### src/rtl/k_aud_cmprs_pkg.sv
// Shared types and width helpers for the audio compressor datapath blocks.
package k_aud_cmprs_pkg;

  typedef enum logic {
    ACCUM = 1'b0,
    HOLD  = 1'b1
  } frame_state_t;

  function automatic int k_sq_width(input int in_width);
    return 2 * in_width;
  endfunction

  // A one-entry frame still needs a 1-bit counter to keep the compare well-formed.
  function automatic int k_cnt_width(input int frame_len);
    return (frame_len > 1) ? $clog2(frame_len) : 1;
  endfunction

endpackage

### src/rtl/k_cplx_mag_sq.sv
// Three-stage complex magnitude-squared pipe (register, square, sum) with
// valid/last sideband; every stage freezes while hold is high.
module k_cplx_mag_sq
  import k_aud_cmprs_pkg::*;
#(
  parameter  int IN_WIDTH = 16,
  localparam int SQ_WIDTH = k_sq_width(IN_WIDTH)
) (
  input  logic                  clk,
  input  logic                  rst,
  input  logic                  hold,
  input  logic                  in_valid,
  input  logic [2*IN_WIDTH-1:0] in_data,
  input  logic                  in_last,
  output logic                  out_valid,
  output logic                  out_last,
  output logic [SQ_WIDTH-1:0]   out_sum
);

  logic [IN_WIDTH-1:0] re0, im0, mag_re, mag_im;
  logic [SQ_WIDTH-2:0] mag_re_ext, mag_im_ext, sq_re, sq_im;
  logic                v0, l0, v1, l1;

  // Squaring the magnitude keeps (-2^(IN_WIDTH-1))^2 exact in 2*IN_WIDTH-1 bits.
  always_comb begin
    mag_re     = re0[IN_WIDTH-1] ? -re0 : re0;
    mag_im     = im0[IN_WIDTH-1] ? -im0 : im0;
    mag_re_ext = {{(SQ_WIDTH-1-IN_WIDTH){1'b0}}, mag_re};
    mag_im_ext = {{(SQ_WIDTH-1-IN_WIDTH){1'b0}}, mag_im};
  end

  always_ff @(posedge clk or posedge rst) begin
    if (rst) begin
      v0  <= 1'b0;
      l0  <= 1'b0;
      re0 <= '0;
      im0 <= '0;
    end else if (!hold) begin
      v0 <= in_valid;
      if (in_valid) begin
        re0 <= in_data[2*IN_WIDTH-1:IN_WIDTH];
        im0 <= in_data[IN_WIDTH-1:0];
        l0  <= in_last;
      end
    end
  end

  always_ff @(posedge clk or posedge rst) begin
    if (rst) begin
      v1    <= 1'b0;
      l1    <= 1'b0;
      sq_re <= '0;
      sq_im <= '0;
    end else if (!hold) begin
      v1    <= v0;
      l1    <= l0;
      sq_re <= mag_re_ext * mag_re_ext;
      sq_im <= mag_im_ext * mag_im_ext;
    end
  end

  always_ff @(posedge clk or posedge rst) begin
    if (rst) begin
      out_valid <= 1'b0;
      out_last  <= 1'b0;
      out_sum   <= '0;
    end else if (!hold) begin
      out_valid <= v1;
      out_last  <= l1;
      out_sum   <= {1'b0, sq_re} + {1'b0, sq_im};
    end
  end

endmodule

### src/rtl/k_frame_energy_acc.sv
// Frame energy accumulator: sums |x|^2 per frame behind an AXI-Stream pipe.
// Define K_ENERGY_SAT_EN to saturate on overflow instead of wrapping.
module k_frame_energy_acc
  import k_aud_cmprs_pkg::*;
#(
  parameter int IN_WIDTH  = 16,
  parameter int FRAME_LEN = 256,
  parameter int ACC_WIDTH = 48
) (
  input  logic                  clk,
  input  logic                  rst,
  input  logic                  s_axis_tvalid,
  output logic                  s_axis_tready,
  input  logic [2*IN_WIDTH-1:0] s_axis_tdata,
  input  logic                  s_axis_tlast,
  output logic                  m_axis_tvalid,
  input  logic                  m_axis_tready,
  output logic [ACC_WIDTH-1:0]  m_axis_tdata,
  output logic                  m_axis_tuser
);

  localparam int SQ_WIDTH  = k_sq_width(IN_WIDTH);
  localparam int CNT_WIDTH = k_cnt_width(FRAME_LEN);
  localparam logic [CNT_WIDTH-1:0] CNT_LAST = CNT_WIDTH'(FRAME_LEN - 1);

  frame_state_t          state, state_next;
  logic                  stall, s2_valid, s2_last, s3_fire, frame_end, carry, ovf_now, ovf;
  logic [SQ_WIDTH-1:0]   s2_sum;
  logic [CNT_WIDTH-1:0]  cnt;
  logic [ACC_WIDTH-1:0]  acc, acc_next;
  logic [ACC_WIDTH:0]    acc_sum;

  k_cplx_mag_sq #(.IN_WIDTH(IN_WIDTH)) u_mag_sq (
    .clk       (clk),
    .rst       (rst),
    .hold      (stall),
    .in_valid  (s_axis_tvalid),
    .in_data   (s_axis_tdata),
    .in_last   (s_axis_tlast),
    .out_valid (s2_valid),
    .out_last  (s2_last),
    .out_sum   (s2_sum)
  );

  always_ff @(posedge clk or posedge rst) begin
    if (rst) state <= ACCUM;
    else     state <= state_next;
  end

  always_comb begin
    state_next = state;
    case (state)
      ACCUM: if ((s3_fire && frame_end && !m_axis_tready) ||
                 (m_axis_tvalid && !m_axis_tready)) state_next = HOLD;
      HOLD:  if (m_axis_tready) state_next = ACCUM;
      default: state_next = ACCUM;
    endcase
  end

  // HOLD always implies a pending word, so this equals tvalid && !tready.
  always_comb begin
    stall         = (state == HOLD || m_axis_tvalid) && !m_axis_tready;
    s_axis_tready = !stall;
  end

  always_comb begin
    s3_fire   = s2_valid && !stall;
    frame_end = (cnt == CNT_LAST) || s2_last;
    acc_sum   = {1'b0, acc} + {{(ACC_WIDTH+1-SQ_WIDTH){1'b0}}, s2_sum};
    carry     = acc_sum[ACC_WIDTH];
    ovf_now   = ovf || carry;
`ifdef K_ENERGY_SAT_EN
    acc_next  = ovf_now ? '1 : acc_sum[ACC_WIDTH-1:0];
`else
    acc_next  = acc_sum[ACC_WIDTH-1:0];
`endif
  end

  always_ff @(posedge clk or posedge rst) begin
    if (rst) begin
      cnt <= '0;
      acc <= '0;
      ovf <= 1'b0;
    end else if (s3_fire) begin
      if (frame_end) begin
        cnt <= '0;
        acc <= '0;
        ovf <= 1'b0;
      end else begin
        cnt <= cnt + CNT_WIDTH'(1);
        acc <= acc_next;
        ovf <= ovf_now;
      end
    end
  end

  // A frame end on the handshake edge reloads the word without dropping tvalid.
  always_ff @(posedge clk or posedge rst) begin
    if (rst) begin
      m_axis_tvalid <= 1'b0;
      m_axis_tdata  <= '0;
      m_axis_tuser  <= 1'b0;
    end else if (s3_fire && frame_end) begin
      m_axis_tvalid <= 1'b1;
      m_axis_tdata  <= acc_next;
      m_axis_tuser  <= ovf_now;
    end else if (m_axis_tready) begin
      m_axis_tvalid <= 1'b0;
    end
  end

endmodule

### config.mk
export PLATFORM = sky130hd
export DESIGN_NAME = k_frame_energy_acc
export DESIGN_NICKNAME = d
export VERILOG_FILES = /design/src/rtl/k_aud_cmprs_pkg.sv /design/src/rtl/k_cplx_mag_sq.sv /design/src/rtl/k_frame_energy_acc.sv
export SDC_FILE = /design/constraint.sdc
export NUM_CORES = 1
export LEC_CHECK = 0
export ABC_AREA = 1
export BUFFER_PORTS_ARGS = -buffer_cell sky130_fd_sc_hd__buf_2
export CAP_MARGIN = 30
export CORE_MARGIN = 2
export CORE_UTILIZATION = 30
export DETAILED_ROUTE_END_ITERATION = 10
export PLACE_DENSITY = 0.5
export SYNTH_ARGS = -nofsm -noshare
export SYNTH_HDL_FRONTEND = slang
export SYNTH_HIERARCHICAL = 1
export SYNTH_SLANG_ARGS = --single-unit
### constraint.sdc
create_clock -name clk -period 20.8 [get_ports clk]
set_input_delay 2.08 -clock clk [delete_from_list [all_inputs] [get_ports clk]]
set_output_delay 2.08 -clock clk [all_outputs]
set_load 0.01 [all_outputs]
==> impl_metrics.tcl, run 1 <==
set metrics [dict create \
    grt_setup_unrepaired "false" \
    ys_dominant_reg_cell "dfrtp_1" \
    yosysTopAreaCell "fa_1" \
    fin_setup_tns_ns 0 \
    path_class "register to register" \
    die_y_um 321 \
    track_usage_pct 17.3 \
    overflow 0 \
    design.core.area_mm2 0.0999 \
    slew_headroom_pct 33.2 \
    place_area_mm2 0.0319 \
    fin_area_mm2 0.0330 \
    fillers 10867 \
    cts_tree "done" \
    setup_viol 0 \
    fmax_mhz 135 \
    cts_max_path_buffers 3 \
    worst_pin_slew_ns 0.999 \
    routed_wl_um 86900 \
    grt_pass1_wl_um 143000 \
    finalCriticalPeriod_ns 7.41 \
    synth_area_per_cell_um2 7.31 \
    netlist_instances 4121 \
    clk_pin_slew_ns 0.06 \
    first_iter_violations 1384 \
    antenna_found_initial 1 \
    ys_top_cells_by_area "fa_1, dfrtp_1, nand2_1, ha_1, inv_1" \
    numCtsBuffers 31 \
    drc 0 \
    cts_resized 0 \
    fp.dieArea_mm2 0.103 \
    slowest_delay_ns 0.58 \
    htreeDepth 1 \
    path_common_cell "nand2_1" \
    ys_seq_area_share_pct 19.8 \
    cts_sinks 238 \
    io_pins 88 \
    wl_per_cell_um 15.7 \
    io_buffers 87 \
    worstSkewPairLatency_ns 0.64 \
    area_growth_pct 9.73 \
    worstPathArrival_ns 7.92 \
    crit_fanout 20 \
    dp.cells 5463 \
    drtAntennaViolNets 0 \
    cts_hold_buffers 0 \
    status "finished, final reports clean" \
    grt_max_degree 81 \
    fp-row-count 116 \
    hpwl_um 72400 \
    synth_top_area_share_pct 22.0 \
    syn_area_mm2 0.0301 \
    via_per_inst 4.59 \
    nets 4819 \
    cts_setup_buffers 0 \
    post-route-util_pct 33.1 \
    worst_path_max_delay_cell "xor2_2" \
    synth-seq-cells 238 \
    rr_startpoint "u_mag_sq/im0[0]$_DFFE_PP0P_" \
    final_cells 5518 \
    cts-root-buf "clkbuf_16" \
    drive_gt1_share_pct 6.90 \
    drv_slew 0 \
    startpoint "u_mag_sq/im0[0]$_DFFE_PP0P_" \
    vias 25312 \
    gp_congestion 0.900 \
    start_util_pct 30.2 \
    diodes 0 \
    die_w_um 321 \
    drtPass1Iterations 6 \
    skew_ns 0.0311 \
    worstPathRequired_ns 21.30 \
    hp-class "register to register" \
    fin_crit_sh_pct 35.6 \
    hold_viol 0 \
    grt_pass1_vias 26254 \
    final_cell_mix "nand2_1, inv_1, nor2_1, fa_1, ha_1" \
    synth_warnings 6 \
    start_kind "register" \
    synth-edff-count 0 \
    hold_start "cnt[7]$_DFFE_PP0P_" \
    synth_cell_types 58 \
    cap_violations 0 \
    ys_async_sr_fraction_pct 100 \
    endpoint_kind "register" \
    final_common_cell "nand2_1" \
]
Yosys cell counts (3+ instances only):
cell type     n
buf_2        18
a31oi_1       8
and2_1        6
nor2_1      352
nand3_1     237
nand3_2       3
o21ai_2       8
nand2_1    1184
xor2_1       15
nand3b_1     19
or2_1         3
clkbuf_1     26
mux2_2        3
o21ai_1      23
nor2_2       16
o21bai_1     18
a21oi_1     146
o21ai_0      97
nor2_4       14
inv_2        30
nor3b_1       3
o31ai_1       6
fa_1        331
or2_2        15
buf_6         9
nand2_4       5
a21o_1        7
o21a_1        4
buf_1        10
inv_1       828
nor3_1       34
ha_1        253
buf_4         9
xnor2_1      31
dfrtp_1     238
nand2_2      23
nor4_1        3
nand4_1      57
path summary, 6_finish.rpt:
path                                                       end  slack, ns  cells past startpoint
max in group asynchronous       u_mag_sq/sq_im[12]$_DFFE_PP0N_      17.93                      3
min in group asynchronous          m_axis_tdata[5]$_DFFE_PP0P_       1.56                      2
worst max register to register  u_mag_sq/sq_im[23]$_DFFE_PP0N_      13.39                     27
worst max-delay path            u_mag_sq/sq_im[23]$_DFFE_PP0N_      13.39                     27
worst min-delay path                        cnt[7]$_DFFE_PP0P_       0.46                      1
worst min register to register              cnt[7]$_DFFE_PP0P_       0.46                      1
worst max-delay path: cells and delay by family (launching register included):
family,cells,cell delay [ns]
compound gates,2,0.36
xor+xnor,1,0.58
fa+ha+maj,8,3.87
buf+inv,4,0.50
flops,1,0.41
simple gates,12,1.58
state kept, by name, summed over array words and instances (netlist names):
name / flops
u_mag_sq/out_sum: 32
cnt: 8
acc: 48
u_mag_sq/re0: 16
m_axis_tuser: 1
m_axis_tvalid: 1
ovf: 1
u_mag_sq/v1: 1
u_mag_sq/sq_re: 30
m_axis_tdata: 48
u_mag_sq/im0: 16
u_mag_sq/l0: 1
state: 1
u_mag_sq/out_last: 1
u_mag_sq/l1: 1
u_mag_sq/out_valid: 1
u_mag_sq/v0: 1
u_mag_sq/sq_im: 30
cell type report:
type / count / area (um^2) / area share (%)
repair buffers: 98 / 518 / 1.57
multi-input cells: 2968 / 20600 / 62.2
inverters: 861 / 3260 / 9.86
well taps: 1298 / 1620 / 4.92
flip-flops and latches: 238 / 5960 / 18.0
clock buffers: 36 / 835 / 2.53
clock inverters: 19 / 284 / 0.860
cell families after synthesis:
family | share of synthesized area (%)
adders and majority gates | 32.5
AOI/OAI and AO/OA | 6.08
DFF | 19.8
xor gates and xnor gates | 1.45
buffers and inverters | 12.2
other | 0.0249
and+or+nand+nor | 27.9
muxes | 0.112
layer usage:
layer / part of all wire [%] / vias to the layer above / wire (um) / global-route usage, %
met5: 0.013 / - / 11 / 0
met4: 2.4 / 2 / 2080 / 3.81
met3: 3.0 / 106 / 2640 / 1.57
met2: 47 / 387 / 41000 / 29.6
met1: 47 / 12075 / 41200 / 23.6
li1: - / 12742 / - / -
through the flow:
step | setup slack, ns | hold slack [ns]
after floorplan | 13.97 | 0.434
after global placement | 13.09 | 0.450
after detailed placement | 13.38 | 0.451
after CTS | 13.33 | 0.467
after global routing | 12.81 | 0.495
final | 13.39 | 0.461
Power of run 1 is left out: the tool's default activity adds up to more than one toggle a clock period on the data nets, which glitch-free logic cannot reach.
==> inputs of run 2 (changes only) <==
--- a/config.mk
+++ b/config.mk
@@ -5,7 +5,7 @@
 export SDC_FILE = /design/constraint.sdc
 export NUM_CORES = 1
 export LEC_CHECK = 0
-export ABC_AREA = 1
+export ABC_AREA = 0
 export BUFFER_PORTS_ARGS = -buffer_cell sky130_fd_sc_hd__buf_2
 export CAP_MARGIN = 30
 export CORE_MARGIN = 2
==> constraint.sdc (replaced) <==
create_clock -name clk -period 6.9 [get_ports clk]
set_input_delay 0.69 -clock clk [delete_from_list [all_inputs] [get_ports clk]]
set_output_delay 0.69 -clock clk [all_outputs]
set_load 0.01 [all_outputs]
==> run 2 against run 1 <==
The run now ends with setup timing left; worst setup slack got worse by 13 ns; critical path type unchanged; non-clock buffer count rose by 336; sequential cell count did not move; via count fell by 19%; synthesized cell count fell by 30%; utilization rose by 4.9 points; maximum frequency rose by 6.8%; critical path depth did not move; cell count fell by 19%.
==> impl_metrics.tcl, run 2 <==
set metrics [dict create \
    status "finished with violations" \
    failed_checks "setup timing" \
    antenna_found_initial 0 \
    cts_max_path_buffers 3 \
    vias 20579 \
    fp-row-count 109 \
    grt_setup_unrepaired "true" \
    layout_setup_ws_ns -0.0415 \
    ys_dominant_reg_cell "dfrtp_1" \
    drc 0 \
    die_w_um 301 \
    worstPathRequired_ns 7.43 \
    die_y_um 301 \
    grt_pass1_vias 21378 \
    cts_tree "done" \
    io_buffers 87 \
    synth_cell_types 90 \
    hp-class "input pin to async pin" \
    ys_seq_area_share_pct 22.4 \
    synthTopCellsByCount "inv_1, nand2_1, fa_1" \
    synth-edff-count 0 \
    routed_wl_um 67500 \
    io_pins 88 \
    hold_viol 0 \
    synthAdderAreaFrac_pct 36.9 \
    drtPass1Iterations 5 \
    synth.most_common_cell "inv_1" \
    synth-xor-area-share_pct 5.11 \
    diodes 0 \
    synth_top_area_share_pct 25.0 \
    clk_pin_slew_ns 0.06 \
    reg_top3 "acc (48), m_axis_tdata (48), u_mag_sq/out_sum (32)" \
    synth_top_family_by_area "adder cells" \
    synth-simple-area-share_pct 12.0 \
    worstPathArrival_ns 7.47 \
    ys_top_cells_by_area "fa_1, dfrtp_1, ha_1, inv_1, nand2_1" \
    design.core.area_mm2 0.0880 \
    synth-seq-cells 238 \
    fin_setup_tns_ns -0.0537 \
    gp_congestion 0.847 \
    fmax_mhz 144 \
    grt_pass1_wl_um 112000 \
    synth_area_per_cell_um2 9.18 \
    cts_sinks 238 \
    final_common_cell "inv_1" \
    drive_gt1_share_pct 24.3 \
    slew_headroom_pct 38.6 \
    grt_max_degree 109 \
    skew_ns 0.0159 \
    path_class "register to register" \
    ys_async_sr_fraction_pct 100 \
    hpwl_um 54700 \
    netlist_instances 2890 \
    numCtsBuffers 29 \
    wl_per_cell_um 15.1 \
    start_util_pct 30.2 \
    synthMuxAreaShare_pct 2.12 \
    htreeDepth 1 \
    track_usage_pct 15.2 \
    drtAntennaViolNets 0 \
    cap_violations 0 \
    start_kind "register" \
    place_ws_ns -0.455 \
    setup_viol 2 \
    endpoint_kind "register" \
    area_growth_pct 25.9 \
    via_per_inst 4.59 \
    nets 3915 \
    first_iter_violations 905 \
    fin_crit_sh_pct 101 \
    crit_fanout 5 \
    worst_pin_slew_ns 0.920 \
    drv_slew 0 \
    startpoint "u_mag_sq/re0[5]$_DFFE_PP0P_" \
    syn_area_mm2 0.0265 \
    fp.dieArea_mm2 0.0909 \
    worstSkewPairLatency_ns 0.60 \
    finalCriticalPeriod_ns 6.94 \
    final_cell_mix "inv_1, nand2_1, buf_4, fa_1, dfrtp_1" \
    synth_compound_area_share_pct 13.0 \
    yosysTopAreaCell "fa_1" \
    overflow 0 \
    cts-root-buf "clkbuf_16" \
    synth_warnings 6 \
    rr_startpoint "u_mag_sq/re0[5]$_DFFE_PP0P_" \
]
[run 2: worst max-delay path, stage by stage, from the launching register on]
cell	delay [ns]
dfrtp_1	0.40
nor4_4	0.30
nand2b_1	0.15
nor2_4	0.17
buf_6	0.13
nand3_2	0.06
o31a_1	0.34
xnor2_4	0.23
inv_4	0.10
nand2_4	0.08
inv_1	0.05
fa_1	0.47
fa_2	0.49
fa_2	0.54
fa_2	0.44
fa_1	0.54
inv_1	0.05
fa_1	0.52
inv_1	0.06
ha_4	0.25
a21oi_2	0.11
o21ai_1	0.09
a41oi_2	0.17
o21ai_2	0.11
a21oi_2	0.22
o31ai_2	0.09
or4b_2	0.62
nand3_2	0.07
[run 2: metrics by stage]
step | hold WS (ns) | instances | area, um^2 | util, %
3_5_place_dp | 0.461 | 4385 | 30800 | 35.0
2_1_floorplan | 0.443 | 2910 | 26900 | -
4_1_cts | 0.212 | 4461 | 32500 | 37.0
6_report | 0.219 | 4480 | 33400 | 38.0
3_3_place_gp | 0.453 | 4384 | 30800 | 35.0
5_1_grt | 0.224 | 4480 | 33400 | 38.0
[run 2: layer usage]
metal | global-route usage (%) | routed length, um | up-vias
met5 | 0 | 0 | -
met4 | 2.81 | 1040 | 0
met3 | 1.46 | 1920 | 56
met2 | 26.1 | 32900 | 201
met1 | 20.9 | 31600 | 10142
li1 | - | - | 10180
[run 2: final cells by class]
class / instances / area, um^2
multi-input combinational: 2086 / 19900
clock inverter: 11 / 178
clock buffer: 41 / 831
sequential: 238 / 5960
tap: 1165 / 1460
inverter: 505 / 1920
timing repair buffer: 434 / 3200
fill: 8940 / 54500
[run 2: repair_timing]
action | 4_1_cts | 5_1_grt
hold endpoints to repair | 0 | 0
setup endpoints to repair | 24 | 31
hold buffers | 0 | 0
resized for setup | 127 | 164
pin swaps | 128 | 128
setup buffers | 24 | 20
[run 2: path summary, 6_finish.rpt]
kind / to / slack, ns / cells after the start
min in group clk: state$_DFF_PP0_ / 0.26 / 2
max in group asynchronous: u_mag_sq/im0[2]$_DFFE_PP0P_ / 5.32 / 3
setup reg to reg: u_mag_sq/sq_re[29]$_DFFE_PP0N_ / -0.04 / 27
hold reg to reg: m_axis_tdata[12]$_DFFE_PP0P_ / 0.47 / 2
hold / removal: u_mag_sq/l0$_DFFE_PP0P_ / 0.22 / 2
setup / recovery: u_mag_sq/sq_re[29]$_DFFE_PP0N_ / -0.04 / 27
[run 2: logic make-up after synthesis]
family | count (synthesis)
compound gates | 531
xor+xnor | 154
fa+ha+maj | 584
buf+inv | 586
flops | 238
mux | 50
other cells | 2
simple gates | 745
Power of run 2 is left out for the same reason.
==> inputs of run 3 (changes only) <==
--- a/config.mk
+++ b/config.mk
@@ -8,6 +8,7 @@
 export ABC_AREA = 0
 export BUFFER_PORTS_ARGS = -buffer_cell sky130_fd_sc_hd__buf_2
 export CAP_MARGIN = 30
+export CORE_ASPECT_RATIO = 1.1
 export CORE_MARGIN = 2
 export CORE_UTILIZATION = 30
 export DETAILED_ROUTE_END_ITERATION = 10
==> constraint.sdc (replaced) <==
create_clock -name clk -period 6.9 [get_ports clk]
set_input_delay 1.035 -clock clk [delete_from_list [all_inputs] [get_ports clk]]
set_output_delay 1.035 -clock clk [all_outputs]
set_load 0.01 [all_outputs]
==> run 3 against run 2 <==
The flow still finishes with violations (setup timing); critical endpoint is now u_mag_sq/sq_re[30]$_DFFE_PP0N_; count of clock-buffer cells in the layout fell by 6; via count rose by 0.50%; sequential share of layout area is 0.065 points higher; global-route usage hardly changed; highest routed layer unchanged; cell count rose by 0.16%; utilization about the same; clock skew rose by 0.037 ns.
==> impl_metrics.tcl, run 3 (synthesized netlist as in run 2, its figures left out) <==
set metrics [dict create \
    hold_viol 0 \
    worst_pin_slew_ns 0.840 \
    first_iter_violations 787 \
    cts-root-buf "clkbuf_16" \
    drtAntennaViolNets 0 \
    die_w_um 288 \
    drv_slew 0 \
    wl_per_cell_um 15.1 \
    gp_congestion 0.848 \
    cts_max_path_buffers 3 \
    layout_setup_ws_ns -0.131 \
    fp.dieArea_mm2 0.0909 \
    endpoint_kind "register" \
    place_area_mm2 0.0308 \
    grt_pass1_wl_um 112000 \
    drive_gt1_share_pct 23.9 \
    diodes 0 \
    grt_setup_unrepaired "true" \
    worst_path_max_delay_cell "fa_1" \
    cap_violations 0 \
    start_kind "register" \
    fin_crit_sh_pct 102 \
    vias 20682 \
    io_buffers 87 \
    slew_headroom_pct 44.0 \
    overflow 0 \
    worstSkewPairLatency_ns 0.62 \
    drtPass1Iterations 7 \
    io_pins 88 \
    cts_sinks 238 \
    final_cells 4487 \
    path_class "register to register" \
    final_cell_mix "inv_1, nand2_1, buf_4, fa_1, dfrtp_1" \
    track_usage_pct 15.2 \
    status "finished with violations" \
    grt_pass1_vias 21781 \
    fmax_mhz 142 \
    crit_fanout 6 \
    htreeDepth 1 \
    skew_ns 0.0529 \
    worstPathArrival_ns 7.50 \
    cts_hold_buffers 0 \
    worstPathRequired_ns 7.37 \
    fin_area_mm2 0.0333 \
    failed_checks "setup timing" \
    setup_viol 4 \
    drc 0 \
    cts_tree "done" \
    dp.cells 4382 \
    hpwl_um 55700 \
    numCtsBuffers 28 \
    grt_max_degree 100 \
    die_y_um 316 \
    clk_pin_slew_ns 0.06 \
    via_per_inst 4.61 \
    path_common_cell "fa_1" \
    nets 3926 \
    routed_wl_um 67900 \
    slowest_delay_ns 0.56 \
    final_common_cell "inv_1" \
    area_growth_pct 25.4 \
    start_util_pct 30.3 \
    antenna_found_initial 0 \
    finalCriticalPeriod_ns 7.03 \
    hp-class "register to register" \
    reg_top3 "acc (48), m_axis_tdata (48), u_mag_sq/out_sum (32)" \
    fp-row-count 114 \
    design.core.area_mm2 0.0877 \
]
[run 3: final cells by class]
| cell class | instances | area [um^2] |
|---|---|---|
| flip-flops and latches | 238 | 5960 |
| multi-input cells | 2086 | 19700 |
| clock buffers | 35 | 767 |
| repair buffers | 446 | 3250 |
| fillers | 8887 | 54400 |
| clock inverters | 17 | 211 |
| well taps | 1160 | 1450 |
| inverters | 505 | 1930 |
[run 3: critical path: cells and delay by family, from the launching register on]
kind	cells	cell delay, ns
DFF	1	0.41
AOI/OAI and AO/OA	7	1.10
and+or+nand+nor	6	0.98
buffers and inverters	8	0.73
adders and majority gates	7	3.29
xor gates and xnor gates	2	0.35
[run 3: path summary, 6_finish.rpt]
path | startpoint | to | slack, ns | cells past startpoint
setup / recovery | u_mag_sq/re0[5]$_DFFE_PP0P_ | u_mag_sq/sq_re[30]$_DFFE_PP0N_ | -0.13 | 30
hold / removal | m_axis_tdata[9]$_DFFE_PP0P_ | m_axis_tdata[9]$_DFFE_PP0P_ | 0.47 | 2
setup reg to reg | u_mag_sq/re0[5]$_DFFE_PP0P_ | u_mag_sq/sq_re[30]$_DFFE_PP0N_ | -0.13 | 30
hold reg to reg | m_axis_tdata[9]$_DFFE_PP0P_ | m_axis_tdata[9]$_DFFE_PP0P_ | 0.47 | 2
max in group asynchronous | rst | u_mag_sq/im0[14]$_DFFE_PP0P_ | 5.02 | 3
min in group asynchronous | rst | m_axis_tvalid$_DFFE_PP0P_ | 0.52 | 2
[run 3: metrics by stage]
stage | TNS (ns) | utilization (%) | hold WS, ns | worst slack, ns
2_1_floorplan | -0.0291 | - | 0.443 | -0.0225
3_3_place_gp | -2.41 | 35.1 | 0.456 | -0.320
3_5_place_dp | -4.07 | 35.1 | 0.460 | -0.435
4_1_cts | -1.14 | 36.7 | 0.476 | -0.269
5_1_grt | -4.76 | 38.0 | 0.498 | -0.444
6_report | -0.354 | 38.0 | 0.471 | -0.131
[run 3: timing repair]
action,4_1_cts,5_1_grt
pin swaps,70,182
gates resized for setup,75,177
endpoints found under the setup margin,25,35
setup buffers,14,43
[run 3: layer usage]
metal	wire [um]	vias up	part of all wire [%]	track usage, %
li1	-	10203	-	-
met1	30300	10203	45	19.6
met2	35000	213	52	28.2
met3	1570	63	2.3	1.05
met4	1030	0	1.5	2.50
met5	0	-	0	0
Power of run 3 is left out for the same reason.
